**config.mk**
```make
export PLATFORM = sky130hd
export DESIGN_NAME = sram_bw_clr_flat
export DESIGN_NICKNAME = d
export VERILOG_FILES = /design/src/rtl/sram_bw_clr_pkg.sv /design/src/rtl/sram_bw_clr_if.sv /design/src/rtl/sram_clr_seq.sv /design/src/rtl/sram_bw_clr.sv /design/src/flat_wrapper.sv
export SDC_FILE = /design/constraint.sdc
export NUM_CORES = 2
export LEC_CHECK = 0
export BUFFER_PORTS_ARGS = -buffer_cell sky130_fd_sc_hd__buf_4
export CAP_MARGIN = 20
export CELL_PAD_IN_SITES_DETAIL_PLACEMENT = 1
export CELL_PAD_IN_SITES_GLOBAL_PLACEMENT = 1
export CORE_AREA = 8 8 522 524
export DETAILED_ROUTE_END_ITERATION = 8
export DIE_AREA = 0 0 530 532
export HOLD_SLACK_MARGIN = 0.1
export PLACE_DENSITY_LB_ADDON = 0.1
export SYNTH_ARGS = -nofsm -noshare
export SYNTH_HDL_FRONTEND = slang
export SYNTH_SLANG_ARGS = --single-unit
```
**constraint.sdc**
```tcl
create_clock -name CLK -period 19.7 [get_ports CLK]
set_input_delay 1.97 -clock CLK [delete_from_list [all_inputs] [get_ports CLK]]
set_output_delay 1.97 -clock CLK [all_outputs]
set_load 0.01 [all_outputs]
```
**src/rtl/sram_bw_clr_pkg.sv**
```systemverilog
// Shared types and helpers for the byte-writable SRAM with clear engine.
// Holds clear-FSM state encoding, byte-lane width and the byte-merge function.
// Pure declarations: no latency, no flow control.
package sram_pkg;

    localparam int BYTE_W = 8;
    // Widest data word the merge helper handles; callers widen/narrow with casts.
    localparam int MAX_DW = 256;
    localparam int MAX_NB = MAX_DW / BYTE_W;

    typedef enum logic {
        ST_IDLE  = 1'b0,
        ST_CLEAR = 1'b1
    } clr_state_e;

    // Replace each byte lane of old_w with new_w where the active-low enable is 0.
    function automatic logic [MAX_DW-1:0] merge_bytes(
        input logic [MAX_DW-1:0] old_w,
        input logic [MAX_DW-1:0] new_w,
        input logic [MAX_NB-1:0] bwen_n
    );
        logic [MAX_DW-1:0] res;
        res = old_w;
        for (int i = 0; i < MAX_NB; i++) begin
            if (!bwen_n[i]) begin
                res[i*BYTE_W +: BYTE_W] = new_w[i*BYTE_W +: BYTE_W];
            end
        end
        return res;
    endfunction

endpackage

```
**src/rtl/sram_bw_clr_if.sv**
```systemverilog
// Access bus of the SRAM: request side driven by the master, status/read side by the slave.
// Signal timing is defined by the SRAM; the interface adds no latency.
// BUSY from the slave tells the master that accesses are being dropped.
interface sram_bw_clr_if #(
    parameter int DW    = 32,
    parameter int DEPTH = 128
);
    localparam int AW = $clog2(DEPTH);
    localparam int NB = DW / 8;

    logic          CEN;
    logic          WEN;
    logic [AW-1:0] A;
    logic [DW-1:0] D;
    logic [NB-1:0] BWEN;
    logic          CLR;
    logic          BUSY;
    logic [DW-1:0] Q;
    logic          Q_VALID;

    modport master (
        output CEN, WEN, A, D, BWEN, CLR,
        input  BUSY, Q, Q_VALID
    );

    modport slave (
        input  CEN, WEN, A, D, BWEN, CLR,
        output BUSY, Q, Q_VALID
    );

endinterface

```
**src/rtl/sram_clr_seq.sv**
```systemverilog
// Clear sequencer: walks every address once, asking the top to write zero there.
// Starts the edge after clr_req_i in idle; busy_o stays high for exactly DEPTH cycles.
// Requests while busy are ignored; the walk cannot be restarted, only aborted by reset.
module sram_clr_seq
    import sram_pkg::*;
#(
    parameter int DEPTH = 128,
    parameter int AW    = $clog2(DEPTH)
) (
    input  logic          clk,
    input  logic          rst_n,
    input  logic          clr_req_i,
    output logic          busy_o,
    output logic          clr_we_o,
    output logic [AW-1:0] clr_addr_o
);

    clr_state_e    state_q, state_d;
    logic [AW-1:0] cnt_q, cnt_d;

    // State and address counter registers.
    always_ff @(posedge clk or negedge rst_n) begin
        if (!rst_n) begin
            state_q <= ST_IDLE;
            cnt_q   <= '0;
        end else begin
            state_q <= state_d;
            cnt_q   <= cnt_d;
        end
    end

    // Next state: idle waits for a request, clear counts up to the last word.
    always_comb begin
        state_d = state_q;
        cnt_d   = cnt_q;
        case (state_q)
            ST_IDLE: begin
                if (clr_req_i) begin
                    state_d = ST_CLEAR;
                    cnt_d   = '0;
                end
            end
            ST_CLEAR: begin
                if (cnt_q == AW'(DEPTH - 1)) begin
                    state_d = ST_IDLE;
                    cnt_d   = '0;
                end else begin
                    cnt_d = cnt_q + AW'(1);
                end
            end
            default: state_d = ST_IDLE;
        endcase
    end

    assign busy_o     = (state_q == ST_CLEAR);
    assign clr_we_o   = (state_q == ST_CLEAR);
    assign clr_addr_o = cnt_q;

endmodule

```
**src/rtl/sram_bw_clr.sv**
```systemverilog
// Single-port SRAM with active-low byte write mask, registered read and self-timed clear.
// Read latency 1 (2 when SRAM_OREG_EN is defined); writes land at the request edge.
// No backpressure: accesses issued while BUSY (or together with CLR) are silently dropped.
module sram_bw_clr
    import sram_pkg::*;
#(
    parameter  int DW    = 32,
    parameter  int DEPTH = 128,
    localparam int AW    = $clog2(DEPTH),
    localparam int NB    = DW / 8
) (
    input  logic              CLK,
    input  logic              RESET_N,
    sram_bw_clr_if.slave      bus
);

    logic [DW-1:0] mem_q [DEPTH];

    logic          busy;
    logic          clr_we;
    logic [AW-1:0] clr_addr;

    logic          acc_ok;
    logic          in_range;
    logic          rd_en;
    logic          usr_we;
    logic [DW-1:0] rd_word;
    logic          mem_we;
    logic [AW-1:0] mem_addr;
    logic [DW-1:0] mem_wdat;

    logic [DW-1:0] q_q;
    logic          qv_q;

    sram_clr_seq #(
        .DEPTH (DEPTH),
        .AW    (AW)
    ) u_clr_seq (
        .clk        (CLK),
        .rst_n      (RESET_N),
        .clr_req_i  (bus.CLR),
        .busy_o     (busy),
        .clr_we_o   (clr_we),
        .clr_addr_o (clr_addr)
    );

    // Access decode and write-port mux: the clear engine owns the port while busy.
    always_comb begin
        acc_ok   = !busy && !bus.CLR && !bus.CEN;
        in_range = ({1'b0, bus.A} < (AW + 1)'(DEPTH));
        rd_en    = acc_ok && bus.WEN;
        usr_we   = acc_ok && !bus.WEN && in_range;
        rd_word  = in_range ? mem_q[bus.A] : '0;
        mem_we   = clr_we || usr_we;
        mem_addr = clr_we ? clr_addr : bus.A;
        mem_wdat = clr_we ? '0
                 : DW'(merge_bytes(MAX_DW'(rd_word), MAX_DW'(bus.D), MAX_NB'(bus.BWEN)));
    end

    // Storage array; intentionally not reset so a reset mid-clear keeps untouched words.
    always_ff @(posedge CLK) begin
        if (mem_we) begin
            mem_q[mem_addr] <= mem_wdat;
        end
    end

    // Read register: Q holds between reads, strobe marks the cycle a read completes.
    always_ff @(posedge CLK or negedge RESET_N) begin
        if (!RESET_N) begin
            q_q  <= '0;
            qv_q <= 1'b0;
        end else begin
            qv_q <= rd_en;
            if (rd_en) begin
                q_q <= rd_word;
            end
        end
    end

`ifdef SRAM_OREG_EN
    logic [DW-1:0] q2_q;
    logic          qv2_q;

    // Extra output stage for timing; the held value simply shifts through it.
    always_ff @(posedge CLK or negedge RESET_N) begin
        if (!RESET_N) begin
            q2_q  <= '0;
            qv2_q <= 1'b0;
        end else begin
            q2_q  <= q_q;
            qv2_q <= qv_q;
        end
    end

    assign bus.Q       = q2_q;
    assign bus.Q_VALID = qv2_q;
`else
    assign bus.Q       = q_q;
    assign bus.Q_VALID = qv_q;
`endif

    assign bus.BUSY = busy;

endmodule

```
**src/flat_wrapper.sv**
```systemverilog
// flat-port wrapper written by rule: the top's interface ports become plain ports
module sram_bw_clr_flat import sram_pkg::*;
#(
    parameter  int DW    = 32,
    parameter  int DEPTH = 128,
    localparam int AW    = $clog2(DEPTH),
    localparam int NB    = DW / 8
)
  (CLK, RESET_N, bus_CEN, bus_WEN, bus_A, bus_D, bus_BWEN, bus_CLR, bus_BUSY, bus_Q, bus_Q_VALID);
  sram_bw_clr_if #(.DW(DW), .DEPTH(DEPTH)) bus_i ();
  input  logic CLK;
  input  logic RESET_N;
  input wire logic [$bits(bus_i.CEN)-1:0] bus_CEN;
  input wire logic [$bits(bus_i.WEN)-1:0] bus_WEN;
  input wire logic [$bits(bus_i.A)-1:0] bus_A;
  input wire logic [$bits(bus_i.D)-1:0] bus_D;
  input wire logic [$bits(bus_i.BWEN)-1:0] bus_BWEN;
  input wire logic [$bits(bus_i.CLR)-1:0] bus_CLR;
  output wire logic [$bits(bus_i.BUSY)-1:0] bus_BUSY;
  output wire logic [$bits(bus_i.Q)-1:0] bus_Q;
  output wire logic [$bits(bus_i.Q_VALID)-1:0] bus_Q_VALID;
  assign bus_i.CEN = bus_CEN;
  assign bus_i.WEN = bus_WEN;
  assign bus_i.A = bus_A;
  assign bus_i.D = bus_D;
  assign bus_i.BWEN = bus_BWEN;
  assign bus_i.CLR = bus_CLR;
  assign bus_BUSY = bus_i.BUSY;
  assign bus_Q = bus_i.Q;
  assign bus_Q_VALID = bus_i.Q_VALID;
  sram_bw_clr #(.DW(DW), .DEPTH(DEPTH)) u_core (.CLK(CLK), .RESET_N(RESET_N), .bus(bus_i));
endmodule
```
==> results.sh <==
export IMPL_status="complete, no violations"
export IMPL_syn_nets=7333
export IMPL_cts_sinks=4137
export IMPL_hpwl_um=262000
export IMPL_synthArstFlopShare_pct=0.991
export IMPL_worst_r2r_path_depth=8
export IMPL_post_cts_setup_buffers=0
export IMPL_viasPerCell=7.31
export IMPL_grt_use_total_pct=34.4
export IMPL_ant_nets=0
export IMPL_synth_edff_count=4096
export IMPL_grt_max_degree=129
export IMPL_numPortBuffers=81
export IMPL_synth_common_cells="4096 x edfxtp_1, 910 x mux4_2, 427 x mux2i_1, 275 x nand2_1, 225 x nor2_1"
export IMPL_path_max_fanout=76
export IMPL_finalWirelength_um=491000
export IMPL_drive_above_1_share_pct=26.5
export IMPL_ys_types=70
export IMPL_tns_ns=0
export IMPL_grt_ovfl_total=0
export IMPL_fin_cells=11544
export IMPL_period_needed_ns=7.78
export IMPL_dp_cells=10774
export IMPL_finalHoldViolCount=0
export IMPL_ys_top_cells_by_area="edfxtp_1 77%, mux4_2 13%, mux2i_1 2.7%, o221ai_1 0.96%, nand2_1 0.65%"
export IMPL_avgSynthCellArea_um2=22.0
export IMPL_cp_required_ns=20.27
export IMPL_rows=189
export IMPL_clock_fmax_ghz=0.129
export IMPL_max_slew_margin_pct=15.0
export IMPL_die_height_um=532
export IMPL_use_met2_pct=53.6
export IMPL_ir_drop_v=0.000108
export IMPL_post_route_period_util_pct=39.5
export IMPL_start_util_pct=60.6
export IMPL_die_w_um=530
export IMPL_layout_nets=7720
export IMPL_gr_max_usage_layer="met2"
export IMPL_clkLatencyLatePin_ns=0.93
export IMPL_drt_iter0_markers=13093
export IMPL_worst_pin_slew_ns=1.28
export IMPL_grt_pass1_wl_um=678000
export IMPL_ys_warn_count=0
export IMPL_setup_viol=0
export IMPL_coreArea_mm2=0.264
export IMPL_cts_tree="built"
export IMPL_slew_viol_final=0
export IMPL_yosysMostFrequentCell="edfxtp_1"
export IMPL_cts_buffers=410
export IMPL_htree_levels=5
export IMPL_ys_seq_area_share_pct=77.5
export IMPL_maxCapViolations=0
export IMPL_p_per_area_mw_per_mm2=108
export IMPL_startpoint_type="input pin"
export IMPL_ys_seq_elements=4137
export IMPL_wl_per_cell_um=42.5
export IMPL_ctsResizeCount=0
export IMPL_ff2ff_setup_slack_ns=14.98
export IMPL_yosysTopAreaCell="edfxtp_1"
export IMPL_whs_path_depth=2
export IMPL_hold_buffers=0
export IMPL_power_leakage_nw=58.1
export IMPL_criticalPathCategory="in -> reg"
export IMPL_drc=0
export IMPL_worst_clock_skew_ns=0.0549
export IMPL_synth_top_area_share_pct=76.9
export IMPL_dieArea_mm2=0.282
export IMPL_setup_worst_path_end_class="flop"
export IMPL_grt_use_met3_pct=8.36
export IMPL_cts_buffer_depth=4
export IMPL_synth_main_ff_cell="edfxtp_1"
export IMPL_grt_pass1_vias=86387
export IMPL_use_met1_pct=47.2
export IMPL_ctsRootBufferMaster="clkbuf_16"
export IMPL_vias=84427
export IMPL_rsz0062_at_grt="no"
export IMPL_netlist_area_mm2=0.160
export IMPL_gp_congestion=0.841
export IMPL_antenna_found_initial=40
export IMPL_synthCells=7284
export IMPL_io_pins=82
export IMPL_hold_path_class="reg -> reg"
export IMPL_area_delta_synth_final_pct=12.3
export IMPL_worstPathArrival_ns=8.35
export IMPL_first_pass_iters=6
export IMPL_clkTransAtPathRegs_ns=0.07
## metrics by stage
step | setup WS (ns) | cell area, µm² | hold slack, ns | utilization [%] | power [W]
after global placement | 10.77 | 166000 | 0.478 | 63.0 | 0.0117
after global routing | 11.55 | 180000 | 0.558 | 68.1 | 0.0198
after floorplan | 9.01 | 160000 | 0.516 | - | 0.0110
final | 11.92 | 180000 | 0.506 | 68.1 | 0.0194
after CTS | 11.49 | 179000 | 0.509 | 67.9 | 0.0194
after detailed placement | 10.57 | 166000 | 0.493 | 63.0 | 0.0118
## layout make-up
class                      count  area [µm²]
inverter                      14        63.8
timing repair buffer         398        3320
tap                         3533        4420
fill                       20235       84300
multi-input combinational   2710       34700
clock buffer                 515       10900
antenna                       15        37.5
sequential                  4137      124000
clock inverter               222        2120
## final timing paths
check	to	start
worst max-delay path	u_core.mem_q[64][12]$_DFFE_PP_	bus_A[1]
worst min-delay path	u_core.bus.Q[13]$_DFFE_PN0P_	u_core.bus.Q[13]$_DFFE_PN0P_
worst max register to register	u_core.mem_q[104][26]$_DFFE_PP_	u_core.mem_q[33][26]$_DFFE_PP_
worst min register to register	u_core.bus.Q[13]$_DFFE_PN0P_	u_core.bus.Q[13]$_DFFE_PN0P_
max in group asynchronous	u_core.u_clr_seq.busy_o$_DFF_PN0_	RESET_N
min in group asynchronous	u_core.bus.Q[0]$_DFFE_PN0P_	RESET_N
## cells in the final DEF (no fill, tap or decap), drive strengths merged, types with 12 or more instances in the layout
master / netlist / layout
nand3: 34 / 34
nor2: 225 / 225
o22ai: 101 / 101
inv: 13 / 26
a32oi: 13 / 13
a211oi: 49 / 49
a31oi: 47 / 47
bufinv: 0 / 38
clkinv: 1 / 160
mux2i: 427 / 427
o221ai: 175 / 175
dfrtp: 41 / 41
and2: 24 / 24
mux2: 35 / 35
and3: 16 / 16
a21oi: 91 / 91
o22a: 12 / 12
diode: 0 / 15
edfxtp: 4096 / 4096
a221oi: 18 / 18
buf: 288 / 394
o21ai: 67 / 67
mux4: 926 / 926
clkbuf: 129 / 519
clkinvlp: 0 / 12
nand2: 275 / 275
nor3: 41 / 41
a311oi: 19 / 19
## where the power goes
part | switching, W | internal [W]
sequential | 0.000104 | 0.00995
combinational | 0.00113 | 0.000452
clock | 0.00332 | 0.00442
total | 0.00456 | 0.0148
## logic make-up (layout without fill, tap and decap cells)
logic type,after synthesis,count (layout),share of synthesized area (%)
flops,4137,4137,77.5
mux,1388,1388,16.0
compound gates,666,666,3.00
simple gates,651,651,1.72
buf+inv,437,1149,1.76
xor+xnor,4,4,0.0219
fa+ha+maj,1,1,0.00782
other cells,0,15,0
## sequential cells by signal, indices dropped and copies added, names as in the netlist
register                     flops
u_core.bus.Q_VALID               1
u_core.u_clr_seq.busy_o          1
u_core.u_clr_seq.clr_addr_o      7
u_core.mem_q                  4096
u_core.bus.Q                    32
## worst max-delay path, cell delays in order
cell and delay, ns:
buf_8 0.44, buf_4 0.67, buf_4 0.82, buf_4 0.74, a211oi_1 0.16, a31oi_1 0.58
mux4_2 0.56, nand2_1 0.17, a311oi_4 0.71, buf_4 0.50, buf_4 0.78
## layer usage
| layer | vias to the layer above | share of wire, % |
|---|---|---|
| li1 | 31642 | - |
| met1 | 45136 | 35 |
| met2 | 6537 | 47 |
| met3 | 1110 | 12 |
| met4 | 2 | 5.1 |
| met5 | - | 0.0026 |
Note: power is estimated with default switching activity, not from simulation.
